==> src/rtl/mem_arbiter_pkg.sv <==
// rtl/mem_arbiter_pkg.sv - shared types and defaults for the fetch/data memory arbiter
//
// Contents:
//   arb_state_t        arbiter state encoding (IDLE, GNT_IF, GNT_DM)
//   MAX_BURST_DEFAULT  default limit on consecutive data grants while fetch waits
package mem_arbiter_pkg;

  typedef enum logic [1:0] {
    IDLE   = 2'b00,
    GNT_IF = 2'b01,
    GNT_DM = 2'b10
  } arb_state_t;

  localparam int MAX_BURST_DEFAULT = 4;

endpackage

==> src/rtl/mem_arbiter_burst_counter.sv <==
// rtl/mem_arbiter_burst_counter.sv - saturating count of data grants taken while fetch waits
//
// Ports:
//   clk      in   clock
//   reset_n  in   asynchronous active-low reset
//   inc      in   data grant issued while fetch is requesting
//   clr      in   fetch granted, or fetch not requesting in an idle cycle
//   cnt      out  current count, saturates at MAX_BURST
module arb_burst_counter
  import mem_arbiter_pkg::*;
#(
  parameter int MAX_BURST = MAX_BURST_DEFAULT,
  parameter int CNT_W     = 3
) (
  input  logic             clk,
  input  logic             reset_n,
  input  logic             inc,
  input  logic             clr,
  output logic [CNT_W-1:0] cnt
);

  localparam logic [CNT_W-1:0] CNT_MAX = CNT_W'(MAX_BURST);

  always_ff @(posedge clk or negedge reset_n) begin
    if (!reset_n) begin
      cnt <= '0;
    end else if (clr) begin
      cnt <= '0;
    end else if (inc && (cnt != CNT_MAX)) begin
      cnt <= cnt + 1'b1;
    end
  end

endmodule

==> src/rtl/mem_arbiter.sv <==
// rtl/mem_arbiter.sv - single-port memory arbiter between instruction fetch and data stage
//
// Ports:
//   clk, reset_n                       clock, asynchronous active-low reset
//   if_req, if_addr                    fetch read request / address
//   if_ack, if_rdata                   fetch completion pulse / read data
//   dm_req, dm_rw, dm_size             data request, 1=store 0=load, 1=byte 0=word
//   dm_addr, dm_wdata                  data address / store data
//   dm_ack, dm_rdata                   data completion pulse / load data
//   mem_en, mem_rw, mem_size           memory strobe, direction, size
//   mem_addr, mem_wdata                memory address / write data
//   mem_rdata, mem_ready               memory read data / completion
//   stall_if, stall_mem                pipeline stalls for fetch / memory stage
module mem_arbiter
  import mem_arbiter_pkg::*;
#(
  parameter int MAX_BURST = MAX_BURST_DEFAULT
) (
  input  logic        clk,
  input  logic        reset_n,
  input  logic        if_req,
  input  logic [31:0] if_addr,
  output logic        if_ack,
  output logic [31:0] if_rdata,
  input  logic        dm_req,
  input  logic        dm_rw,
  input  logic        dm_size,
  input  logic [31:0] dm_addr,
  input  logic [31:0] dm_wdata,
  output logic        dm_ack,
  output logic [31:0] dm_rdata,
  output logic        mem_en,
  output logic        mem_rw,
  output logic        mem_size,
  output logic [31:0] mem_addr,
  output logic [31:0] mem_wdata,
  input  logic [31:0] mem_rdata,
  input  logic        mem_ready,
  output logic        stall_if,
  output logic        stall_mem
);

  localparam int CNT_W = (MAX_BURST < 1) ? 1 : $clog2(MAX_BURST + 1);
  localparam logic [CNT_W-1:0] CNT_MAX = CNT_W'(MAX_BURST);

  arb_state_t       state;
  logic             mem_en_q;
  logic [31:0]      addr_q;
  logic [31:0]      wdata_q;
  logic             rw_q;
  logic             size_q;
  logic [CNT_W-1:0] burst_cnt;

  logic in_idle;
  logic dm_wins;
  logic grant_dm;
  logic grant_if;

  // Data normally wins (its instruction is older), unless it has already
  // taken MAX_BURST grants in a row while fetch was waiting.
  assign in_idle  = (state == IDLE);
  assign dm_wins  = dm_req && ((burst_cnt < CNT_MAX) || !if_req);
  assign grant_dm = in_idle && dm_wins;
  assign grant_if = in_idle && !dm_wins && if_req;

  arb_burst_counter #(
    .MAX_BURST (MAX_BURST),
    .CNT_W     (CNT_W)
  ) u_burst (
    .clk     (clk),
    .reset_n (reset_n),
    .inc     (grant_dm && if_req),
    .clr     (grant_if || (in_idle && !if_req)),
    .cnt     (burst_cnt)
  );

  // Grant states always return to IDLE, so a request can never be
  // regranted in its own ack cycle. A requester dropping its request
  // mid-grant does not abort the access: only mem_ready ends it.
  always_ff @(posedge clk or negedge reset_n) begin
    if (!reset_n) begin
      state    <= IDLE;
      mem_en_q <= 1'b0;
      addr_q   <= '0;
      wdata_q  <= '0;
      rw_q     <= 1'b0;
      size_q   <= 1'b0;
    end else begin
      case (state)
        IDLE: begin
          if (grant_dm) begin
            state    <= GNT_DM;
            mem_en_q <= 1'b1;
            addr_q   <= dm_addr;
            wdata_q  <= dm_wdata;
            rw_q     <= dm_rw;
            size_q   <= dm_size;
          end else if (grant_if) begin
            state    <= GNT_IF;
            mem_en_q <= 1'b1;
            addr_q   <= if_addr;
            wdata_q  <= '0;
            rw_q     <= 1'b0;
            size_q   <= 1'b0;
          end
        end
        GNT_IF, GNT_DM: begin
          if (mem_ready) begin
            state    <= IDLE;
            mem_en_q <= 1'b0;
          end
        end
        default: begin
          state    <= IDLE;
          mem_en_q <= 1'b0;
        end
      endcase
    end
  end

  assign mem_en    = mem_en_q;
  assign mem_rw    = rw_q;
  assign mem_size  = size_q;
  assign mem_addr  = addr_q;
  assign mem_wdata = wdata_q;

  // Acks complete in the same cycle mem_ready arrives; mem_ready seen in
  // IDLE is ignored because no grant state is active.
  assign if_ack   = (state == GNT_IF) && mem_ready;
  assign dm_ack   = (state == GNT_DM) && mem_ready;
  assign if_rdata = if_ack ? mem_rdata : '0;
  assign dm_rdata = dm_ack ? mem_rdata : '0;

  assign stall_if  = reset_n && if_req && !if_ack;
  assign stall_mem = reset_n && dm_req && !dm_ack;

endmodule

==> config.mk <==
export PLATFORM = sky130hd
export DESIGN_NAME = mem_arbiter
export DESIGN_NICKNAME = d
export VERILOG_FILES = /design/src/rtl/mem_arbiter_pkg.sv /design/src/rtl/mem_arbiter_burst_counter.sv /design/src/rtl/mem_arbiter.sv
export SDC_FILE = /design/constraint.sdc
export NUM_CORES = 1
export LEC_CHECK = 0
export BUFFER_PORTS_ARGS = -buffer_cell sky130_fd_sc_hd__buf_2
export CORE_MARGIN = 10
export CORE_UTILIZATION = 30
export CTS_CLUSTER_DIAMETER = 200
export DETAILED_ROUTE_END_ITERATION = 6
export PLACE_DENSITY = 0.75
export SYNTH_ARGS = -nofsm -noshare
export SYNTH_HDL_FRONTEND = slang
export SYNTH_SLANG_ARGS = --single-unit
==> constraint.sdc <==
create_clock -name clk -period 2.1 [get_ports clk]
set_input_delay 0.315 -clock clk [delete_from_list [all_inputs] [get_ports clk]]
set_output_delay 0.315 -clock clk [all_outputs]
set_load 0.01 [all_outputs]
Yosys cells after proc, flatten, opt, wreduce, memory -nomap -nowiden. Cells that the tools add are included.

$add $sub $neg: 1. $lt $le $gt $ge: 1. Equal/unequal tests: 5. Mux-type cells: 19. Reduce and logical (&&, ||, !) cells: 25.

Operators with widths (number): 32-bit two-way mux (6); 1-bit logical AND (13); 1-bit two-way mux (6); 2-bit two-way mux (3); 3-bit two-way mux (2); 1-bit zero test (4); 2-bit one-hot mux with 2 select lines (1); 2-bit AND reduction (2); 2-bit nonzero test (2); 3-bit by 1-bit adder with 3-bit output (second input constant) (1); 3-bit < comparator (second input constant) (1); 3-bit by 1-bit != test with 1-bit output (second input constant) (1); 3-bit != test (second input constant) (1); 2-bit by 1-bit == test with 1-bit output (second input constant) (1); 2-bit == test (second input constant) (1); 2-bit zero test (1); 1-bit logical OR (2); 2-bit != test (second input constant) (1); 1-bit one-hot mux with 2 select lines (1); 2-bit OR reduction (1).

Flip-flop bits (word level): 72. Bits of input ports: 135. Output and inout bits: 135. Logic and storage cells: 58.

Logic depth before layout (Yosys ltp). Gate-level depths: netlist of run 1.

Depth in word-level cells: 9. Depth in mapped cells: 8. Mapped depth without buffers: 5.

By module. A second synthesis of run 1 with hierarchy kept.

Cells, all modules: 381. Area, all modules: 3601.0 µm².

Modules (own cells, without submodules): mem_arbiter (instances 1, cells each 364, area each 3402.0 µm², sequential area each 1726.7 µm²); arb_burst_counter (instances 1, cells each 17, area each 198.9 µm², sequential area each 75.1 µm²).

Least setup slack after synthesis of run 1. Ideal clock, no wire load.

Kind: register -> register. From: register state[0]. To: register rw_q, in the netlist mem_rw. Setup time: 121 ps. Data arrival time: 1465 ps. Data required time: 1979 ps. Path slack: 514 ps. Cell stages (with the launch flop): 8. Path buffers: 3. Clock period less this slack: 1586 ps. Path through: dfrtp_1 > inv_1 > ha_1 > clkbuf_1 > o21ai_1 > buf_2 > buf_2 > a22o_1.

Word-level cells in the longest chain between the ends: 5. Elaborated cells between the ends (all ways): 7. Classes of those cells: mux (1); reduce/logical (6).

RTL lines: from (decl) (RTL line mem_arbiter.sv:46) `arb_state_t state;`; from (signal assigned) (RTL line mem_arbiter.sv:82) `state <= IDLE;`; from (signal assigned) (RTL line mem_arbiter.sv:92) `state <= GNT_DM;`; from (signal assigned) (RTL line mem_arbiter.sv:99) `state <= GNT_IF;`; 2-bit zero test (*) (RTL line mem_arbiter.sv:61) `assign in_idle = (state == IDLE);`; named net in_idle (RTL line mem_arbiter.sv:54) `logic in_idle;`; 1-bit logical AND (2 in series) (RTL line mem_arbiter.sv:64) `assign grant_if = in_idle && !dm_wins && if_req;`; 2-bit nonzero test (no source line); 2-bit AND reduction (no source line); to (signal assigned) (RTL line mem_arbiter.sv:96) `rw_q <= dm_rw;`; to (decl) (RTL line mem_arbiter.sv:50) `logic rw_q;`.

The timed path passes the listed nets; every way through them passes the cells marked *. A chain may end at the register's enable or synchronous reset.

Final worst setup path of run 1.
From: register state[0]. To: output port dm_rdata[22].

Word-level cells in the longest chain between the ends: 3.

RTL lines: 2-bit == test (RTL line mem_arbiter.sv:130) `assign dm_ack = (state == GNT_DM) && mem_ready;`; 1-bit logical AND (RTL line mem_arbiter.sv:130); 32-bit two-way mux (RTL line mem_arbiter.sv:132) `assign dm_rdata = dm_ack ? mem_rdata : '0;`; to (decl) (RTL line mem_arbiter.sv:31) `output logic [31:0] dm_rdata,`.

Every way passes these cells.

==> results of run 1 <==
## flip-flops by register name, summed over array words and instances, names as in the netlist
register / cells
mem_rw: 1
mem_en: 1
mem_wdata: 32
mem_addr: 32
state: 2
u_burst.cnt: 3
mem_size: 1
## worst max-delay path, stage by stage, from the launching register on
cell,delay [ns]
dfrtp_1,0.39
inv_1,0.09
ha_2,0.31
buf_12,0.17
and3_1,0.17
buf_2,0.14
## metal layers
layer	share of wire	track usage	vias to the layer above
li1	-	-	1845
met1	0.37	0.159	1775
met2	0.51	0.267	188
met3	0.11	0.0591	13
met4	0.013	0.0511	0
met5	0	0	-
## logic make-up after synthesis
kind of cell | count (synthesis) | share of synthesized area
AOI/OAI and AO/OA | 142 | 0.244
adders and majority gates | 5 | 0.0177
buffers and inverters | 45 | 0.0574
DFF | 72 | 0.510
and+or+nand+nor | 114 | 0.171
## cell usage after synthesis
library cell / instances / share of area
o21ai_1: 1 / 0.0014
a21oi_1: 33 / 0.047
o21a_1: 1 / 0.0021
a21boi_2: 1 / 0.0032
nor2b_1: 2 / 0.0035
dfrtp_1: 72 / 0.51
inv_1: 6 / 0.0064
nand3_1: 2 / 0.0028
ha_1: 5 / 0.018
a22o_1: 34 / 0.084
a21bo_2: 1 / 0.0028
buf_6: 3 / 0.0096
buf_2: 6 / 0.0085
nand2b_1: 1 / 0.0018
buf_1: 2 / 0.0021
nand2_1: 38 / 0.040
buf_4: 1 / 0.0021
and3_1: 64 / 0.11
o22a_1: 1 / 0.0025
clkbuf_1: 27 / 0.029
o22ai_1: 4 / 0.0071
nor2_1: 4 / 0.0042
and2_1: 3 / 0.0053
o21ai_0: 66 / 0.093
## what timing repair did
item,4_1_cts,5_1_grt
hold buffers,1,0
setup endpoints to repair,0,15
hold endpoints to repair,14,0
gates resized for setup,0,1
## power groups by stage
stage / Sequential, mW / Clock (mW) / Combinational, mW
final: 2.35 / 1.49 / 3.40
after global routing: 2.43 / 1.58 / 3.76
after CTS: 2.35 / 1.52 / 3.46
after detailed placement: 2.35 / 0 / 3.47
after global placement: 2.34 / 0 / 3.34
after floorplan: 2.63 / 0 / 1.72
## stage by stage
step	area, um2	setup WS (ns)	total power, mW
global route	5270	0.0822	7.77
global placement	4970	0.509	5.68
finish	5270	0.174	7.24
detailed placement	4970	0.409	5.82
floorplan	3530	0.514	4.34
CTS	5270	0.0540	7.33
## path summary, 6_finish.rpt
| kind | startpoint | endpoint | slack (ns) | cells past startpoint |
|---|---|---|---|---|
| worst max-delay path | state[0]$_DFFE_PN0P_ | dm_rdata[22] | 0.17 | 5 |
| worst min-delay path | dm_wdata[26] | mem_wdata[26]$_DFFE_PN0P_ | 0.20 | 2 |
| worst max register to register | state[0]$_DFFE_PN0P_ | state[1]$_DFFE_PN0P_ | 0.46 | 5 |
| worst min register to register | mem_addr[15]$_DFFE_PN0P_ | mem_addr[15]$_DFFE_PN0P_ | 0.47 | 2 |
| max in group asynchronous | reset_n | mem_addr[30]$_DFFE_PN0P_ | 0.72 | 3 |
| min in group asynchronous | reset_n | mem_wdata[25]$_DFFE_PN0P_ | 0.41 | 2 |
## layout make-up
class                   instances  share of cell area
multi-input cells             261               0.293
inverters                       6             0.00427
repair buffers                279               0.273
clock buffers                  12              0.0467
clock inverters                 3             0.00807
flip-flops and latches         72               0.342
well taps                     143              0.0339
==> flow_summary_export.csv, run 1 <==
group,metric,value,unit
clock_network,cts.sinks,72,
finish,final_core_util,0.460,
die,fp.coreArea,11500,um2
sta,setup_viol,0,
sta,slew_headroom,0.529,
place,dp_hpwl,10600,um
drt,firstDrtPassIters,5,
global_route,grt_pass1_vias,3900,
clock_network,cts_tree,"built",
power,vdd.ir_drop.worst,0.622,mV
flow_run,drv_cap,0,
drt,wirelength,13400,um
finish,final-seq-area,1800,um2
die,fp.dieH,129,um
run_status,status,"finished, final reports clean",
logic_synthesis,syn_area_per_cell,9.35,um2
place,gp_congestion,0.800,
finish,antenna_cells,0,
min_path,hold_path_class,"in2reg",
drt,drc,0,
global_route,grt_max_degree,68,
sta,final-hold-violation-count,0,
drt,ant_nets,0,
place,place_inst,760,
logic_synthesis,synthesis.area,3530,um2
finish,layout-drive-gt1-share,0.466,
clock_network,cts_htree_levels,3,
logic_synthesis,postSynthNetCount,518,
global_route,grt-ovfl-total,0,
finish,n_fill_cell,1115,
drt,vias,3821,
clock_network,clk_latency,0.33,ns
sta,slew_viol_final,0,
power,p_sw,2.89,mW
power,pwr-share-comb,0.469,
critical_path,critPathLaunchType,"flop",
critical_path,cp_max_fo,22,
die,rows,39,
global_route,antenna_found_initial,1,
finish,stdcell_count,776,
clock_network,post_cts_buffers,0,
die,start_util,0.308,
sta,clock_skew,0.00720,ns
die,dieArea,16500,um2
clock_network,clockRootBuffer,"clkbuf_16",
critical_path,cp.arrival,1.61,ns
finish,layout_common_cells,"buf_2 (268), dfrtp_1 (72), o21ai_0 (66)",
clock_network,cts_made_buffers,9,
global_route,grt_usage,0.150,
power,p_sw_frac,0.399,
finish,fin_nets,769,
clock_network,cts_buffer_depth,2,
power,clockPowerShare,0.205,
logic_synthesis,yosys_warnings,0,
power,p_seq_frac,0.325,
finish,area_delta_synth_final,49.3,%
die,chipWidth,129,um
place,port_buffers,269,
logic_synthesis,yosysUniqueCellTypes,24,
critical_path,required,1.78,ns
sta,grt_setup_unrepaired,"false",
global_route,grt_pass1_wl,20400,um
logic_synthesis,synth_sequential_area_ratio,0.510,
power,p_leak,3.11,nW
power,power.density,1370,nW/um2
sta,whs,0.198,ns
sta,timing.fmax,0.519,GHz
clock_network,clk_pin_slew,0.06,ns
critical_path,cp-end-kind,"primary output",
sta,tightest_slew,0.707,ns
finish,final_common_cell,"buf_2",
power,p_int,4.35,mW
drt,drt_iter0_drc,201,
drt,routed_via_density,4.92,
critical_path,path_class,"reg2out",
die,io_pins,270,
sta,finalSetupTns,0,ns
logic_synthesis,synth_seq_cells,72,
finish,multi_input_area,1540,um2
drt,wl_per_cell,17.3,um
logic_synthesis,synthCells,378,
sta,finalCritPeriodShare,0.917,
sta,fin_crit,1.93,ns
No activity file was read; power rests on OpenSTA's default activity.
==> inputs of run 2 (changes only) <==
--- a/config.mk
+++ b/config.mk
@@ -6,11 +6,11 @@
 export NUM_CORES = 1
 export LEC_CHECK = 0
 export BUFFER_PORTS_ARGS = -buffer_cell sky130_fd_sc_hd__buf_2
-export CORE_MARGIN = 10
 export CORE_UTILIZATION = 30
 export CTS_CLUSTER_DIAMETER = 200
 export DETAILED_ROUTE_END_ITERATION = 6
 export PLACE_DENSITY = 0.75
 export SYNTH_ARGS = -nofsm -noshare
 export SYNTH_HDL_FRONTEND = slang
+export SYNTH_HIERARCHICAL = 1
 export SYNTH_SLANG_ARGS = --single-unit
==> run 2 against run 1 <==
Against the previous run:
- the run now ends with DRC left
- clock skew decreased by 0.0041 ns
- die area is 25% lower
- sequential share of layout area decreased by 0.78 points
- area after synthesis increased by 1.9%
- first-iteration DRC count grew 26%
- sequential cell count unchanged
- sequential power hardly changed
- non-clock buffer count rose by 1
- largest cell class unchanged
- highest routed layer unchanged
==> flow_summary_export.csv, run 2 <==
group,metric,value,unit
critical_path,timing.rr.start,"state[0]$_DFFE_PN0P_",
sta,final-hold-violation-count,0,
critical_path,cpMaxStageDelayCell,"dfrtp_1",
die,fp.coreArea,11600,um2
sta,fin_crit,1.94,ns
finish,layout-drive-gt1-share,0.473,
logic_synthesis,synthMuxAreaShare,0.00695,
clock_network,cts_made_buffers,9,
critical_path,cp.arrival,1.62,ns
power,vdd.ir_drop.worst,0.483,mV
finish,antenna_cells,0,
drt,ant_nets,0,
logic_synthesis,synth_edf_count,0,
global_route,grt_usage,0.190,
logic_synthesis,synthesis.area,3600,um2
critical_path,cp-end-kind,"primary output",
logic_synthesis,synth_xor_area_frac,0,
critical_path,required,1.78,ns
global_route,grt_pass1_wl,19000,um
clock_network,cts_htree_levels,3,
finish,fin_nets,774,
die,chipWidth,112,um
sta,grt_setup_unrepaired,"false",
logic_synthesis,synth_largest_area_cell,"dfrtp_1",
global_route,grt_max_degree,66,
die,fp.dieH,112,um
logic_synthesis,synth_ff_type,"dfrtp_1",
flow_run,drv_cap,0,
die,dieArea,12400,um2
sta,timing.fmax,0.516,GHz
global_route,grt-ovfl-total,0,
clock_network,clk_latency,0.33,ns
logic_synthesis,yosysUniqueCellTypes,30,
run_status,status,"complete, but fails checks",
critical_path,crit_start,"state[1]$_DFFE_PN0P_",
logic_synthesis,synth_area_leaders,"dfrtp_1 (50%), and3_1 (11%), o21ai_1 (8.9%)",
critical_path,cp_max_fo,33,
place,dp_hpwl,8630,um
die,io_pins,270,
sta,clock_skew,0.00313,ns
clock_network,clk_pin_slew,0.06,ns
min_path,hold_depth,2,
sta,finalSetupTns,0,ns
finish,layout_common_cells,"buf_2 (268), dfrtp_1 (72), and3_1 (64)",
power,p_leak,3.17,nW
logic_synthesis,yosys_warnings,6,
clock_network,post_cts_buffers,0,
logic_synthesis,synth_fa_ha_area_frac,0.0174,
logic_synthesis,netlist_top_cells_count,"dfrtp_1 (72), and3_1 (64), o21ai_1 (64)",
clock_network,clockRootBuffer,"clkbuf_16",
critical_path,reg2reg_depth,6,
power,power.density,1380,nW/um2
drt,drc,15,
sta,slew_headroom,0.473,
logic_synthesis,postSynthNetCount,521,
drt,wirelength,11800,um
logic_synthesis,synth_top_area_frac,0.500,
die,start_util,0.311,
die,rows,39,
critical_path,endpoint,"if_rdata[15]",
drt,firstDrtPassIters,7,
critical_path,path_cells,"inv_1 > ha_1 > buf_4 > and3_1 > buf_2",
finish,final_common_cell,"buf_2",
place,gp_congestion,0.903,
logic_synthesis,syn_area_per_cell,9.45,um2
power,power.total,7.45,mW
place,port_buffers,269,
drt,drt_iter0_drc,253,
sta,slew_viol_final,0,
logic_synthesis,yosys.area_share.simple,0.177,
run_status,violations,"DRC",
global_route,antenna_found_initial,0,
logic_synthesis,synth_compound_area_frac,0.243,
logic_synthesis,synthCells,381,
critical_path,slowest_delay,0.40,ns
clock_network,cts.sinks,72,
critical_path,reg2reg_slack,0.30,ns
global_route,grt_pass1_vias,3741,
logic_synthesis,yosysMostFrequentCell,"dfrtp_1",
logic_synthesis,synthArstFlopShare,1.00,
clock_network,cts_tree,"built",
critical_path,critPathLaunchType,"flop",
drt,wl_per_cell,15.0,um
sta,tightest_slew,0.790,ns
logic_synthesis,synth_top_family_by_area,"compound AO/OA/AOI/OAI gates",
clock_network,cts_buffer_depth,2,
finish,area_delta_synth_final,49.9,%
sta,setup_viol,0,
min_path,hold_path_class,"in2reg",
logic_synthesis,synth_seq_cells,72,
drt,routed_via_density,5.07,
drt,vias,3964,
sta,finalCritPeriodShare,0.923,
logic_synthesis,synth_sequential_area_ratio,0.500,
critical_path,path_class,"reg2out",
critical_path,r2r-end,"u_burst/cnt[0]$_DFFE_PN0P_",
## run 2: cell types whose count changed after synthesis, sizes merged, moves of 2 or more
cell / before / now
nor2b: 2 / 4
a21boi: 1 / 3
nand2: 38 / 35
clkbuf: 27 / 21
o22ai: 4 / 1
nand3: 2 / 0
nor2: 4 / 6
buf: 12 / 17
nand2b: 1 / 3
## run 2: layout make-up
cell class,count,area [um2]
inverters,5,18.8
repair buffers,280,1470
fillers,1092,6170
flip-flops and latches,72,1800
clock buffers,9,225
well taps,143,179
clock inverters,7,77.6
multi-input cells,266,1620
## run 2: timing repair
action                                 4_1_cts  5_1_grt
gates cloned                                 0        0
pin swaps                                    0        0
hold buffers                                 1        0
setup endpoints to repair                   19       19
resized for setup                            1        1
endpoints found under the hold margin        7        0
## run 2: worst min path at each step
stage,from,end,slack [ns]
final,dm_wdata[27],mem_wdata[27]$_DFFE_PN0P_,0.21
after global routing,dm_wdata[31],mem_wdata[31]$_DFFE_PN0P_,0.20
after CTS,dm_wdata[27],mem_wdata[27]$_DFFE_PN0P_,0.19
after detailed placement,reset_n,mem_wdata[15]$_DFFE_PN0P_,0.17
after global placement,reset_n,mem_wdata[15]$_DFFE_PN0P_,0.17
after floorplan,reset_n,mem_addr[0]$_DFFE_PN0P_,0.02
## run 2: per-stage QoR
| step | instances | area, um2 | hold WS, ns | setup slack, ns | util |
|---|---|---|---|---|---|
| floorplan | 381 | 3600 | 0.0194 | 0.0307 | - |
| global placement | 766 | 5080 | 0.166 | 0.399 | 0.439 |
| global route | 782 | 5400 | 0.197 | 0.0578 | 0.467 |
| CTS | 783 | 5400 | 0.191 | 0.0375 | 0.467 |
| finish | 782 | 5400 | 0.208 | 0.162 | 0.467 |
| detailed placement | 766 | 5080 | 0.170 | 0.294 | 0.439 |
## run 2: power by group
group,switching (mW),total (mW),internal (mW)
sequential,0.345,2.36,2.02
clock,0.602,1.54,0.933
combinational,2.04,3.56,1.52
## run 2: critical path: cells and delay by family (launching register included)
kind	cells	cell delay, ns
buffers and inverters	3	0.49
flip-flops	1	0.40
AND/OR/NAND/NOR	1	0.24
adder cells (fa/ha/maj)	1	0.15
## run 2: logic make-up (layout without fill, tap and decap cells)
kind of cell | after synthesis | after routing
AO/OA/AOI/OAI | 142 | 142
buffers and inverters | 43 | 301
adder cells (fa/ha/maj) | 5 | 5
multiplexers | 2 | 2
flip-flops | 72 | 72
AND/OR/NAND/NOR | 117 | 117
## run 2: layer usage
metal / track usage / share of wire / routed length, um
met3: 0.0457 / 0.077 / 909
met4: 0.0667 / 0.014 / 162
met1: 0.249 / 0.43 / 5040
met5: 0 / 0 / 0
met2: 0.306 / 0.48 / 5650
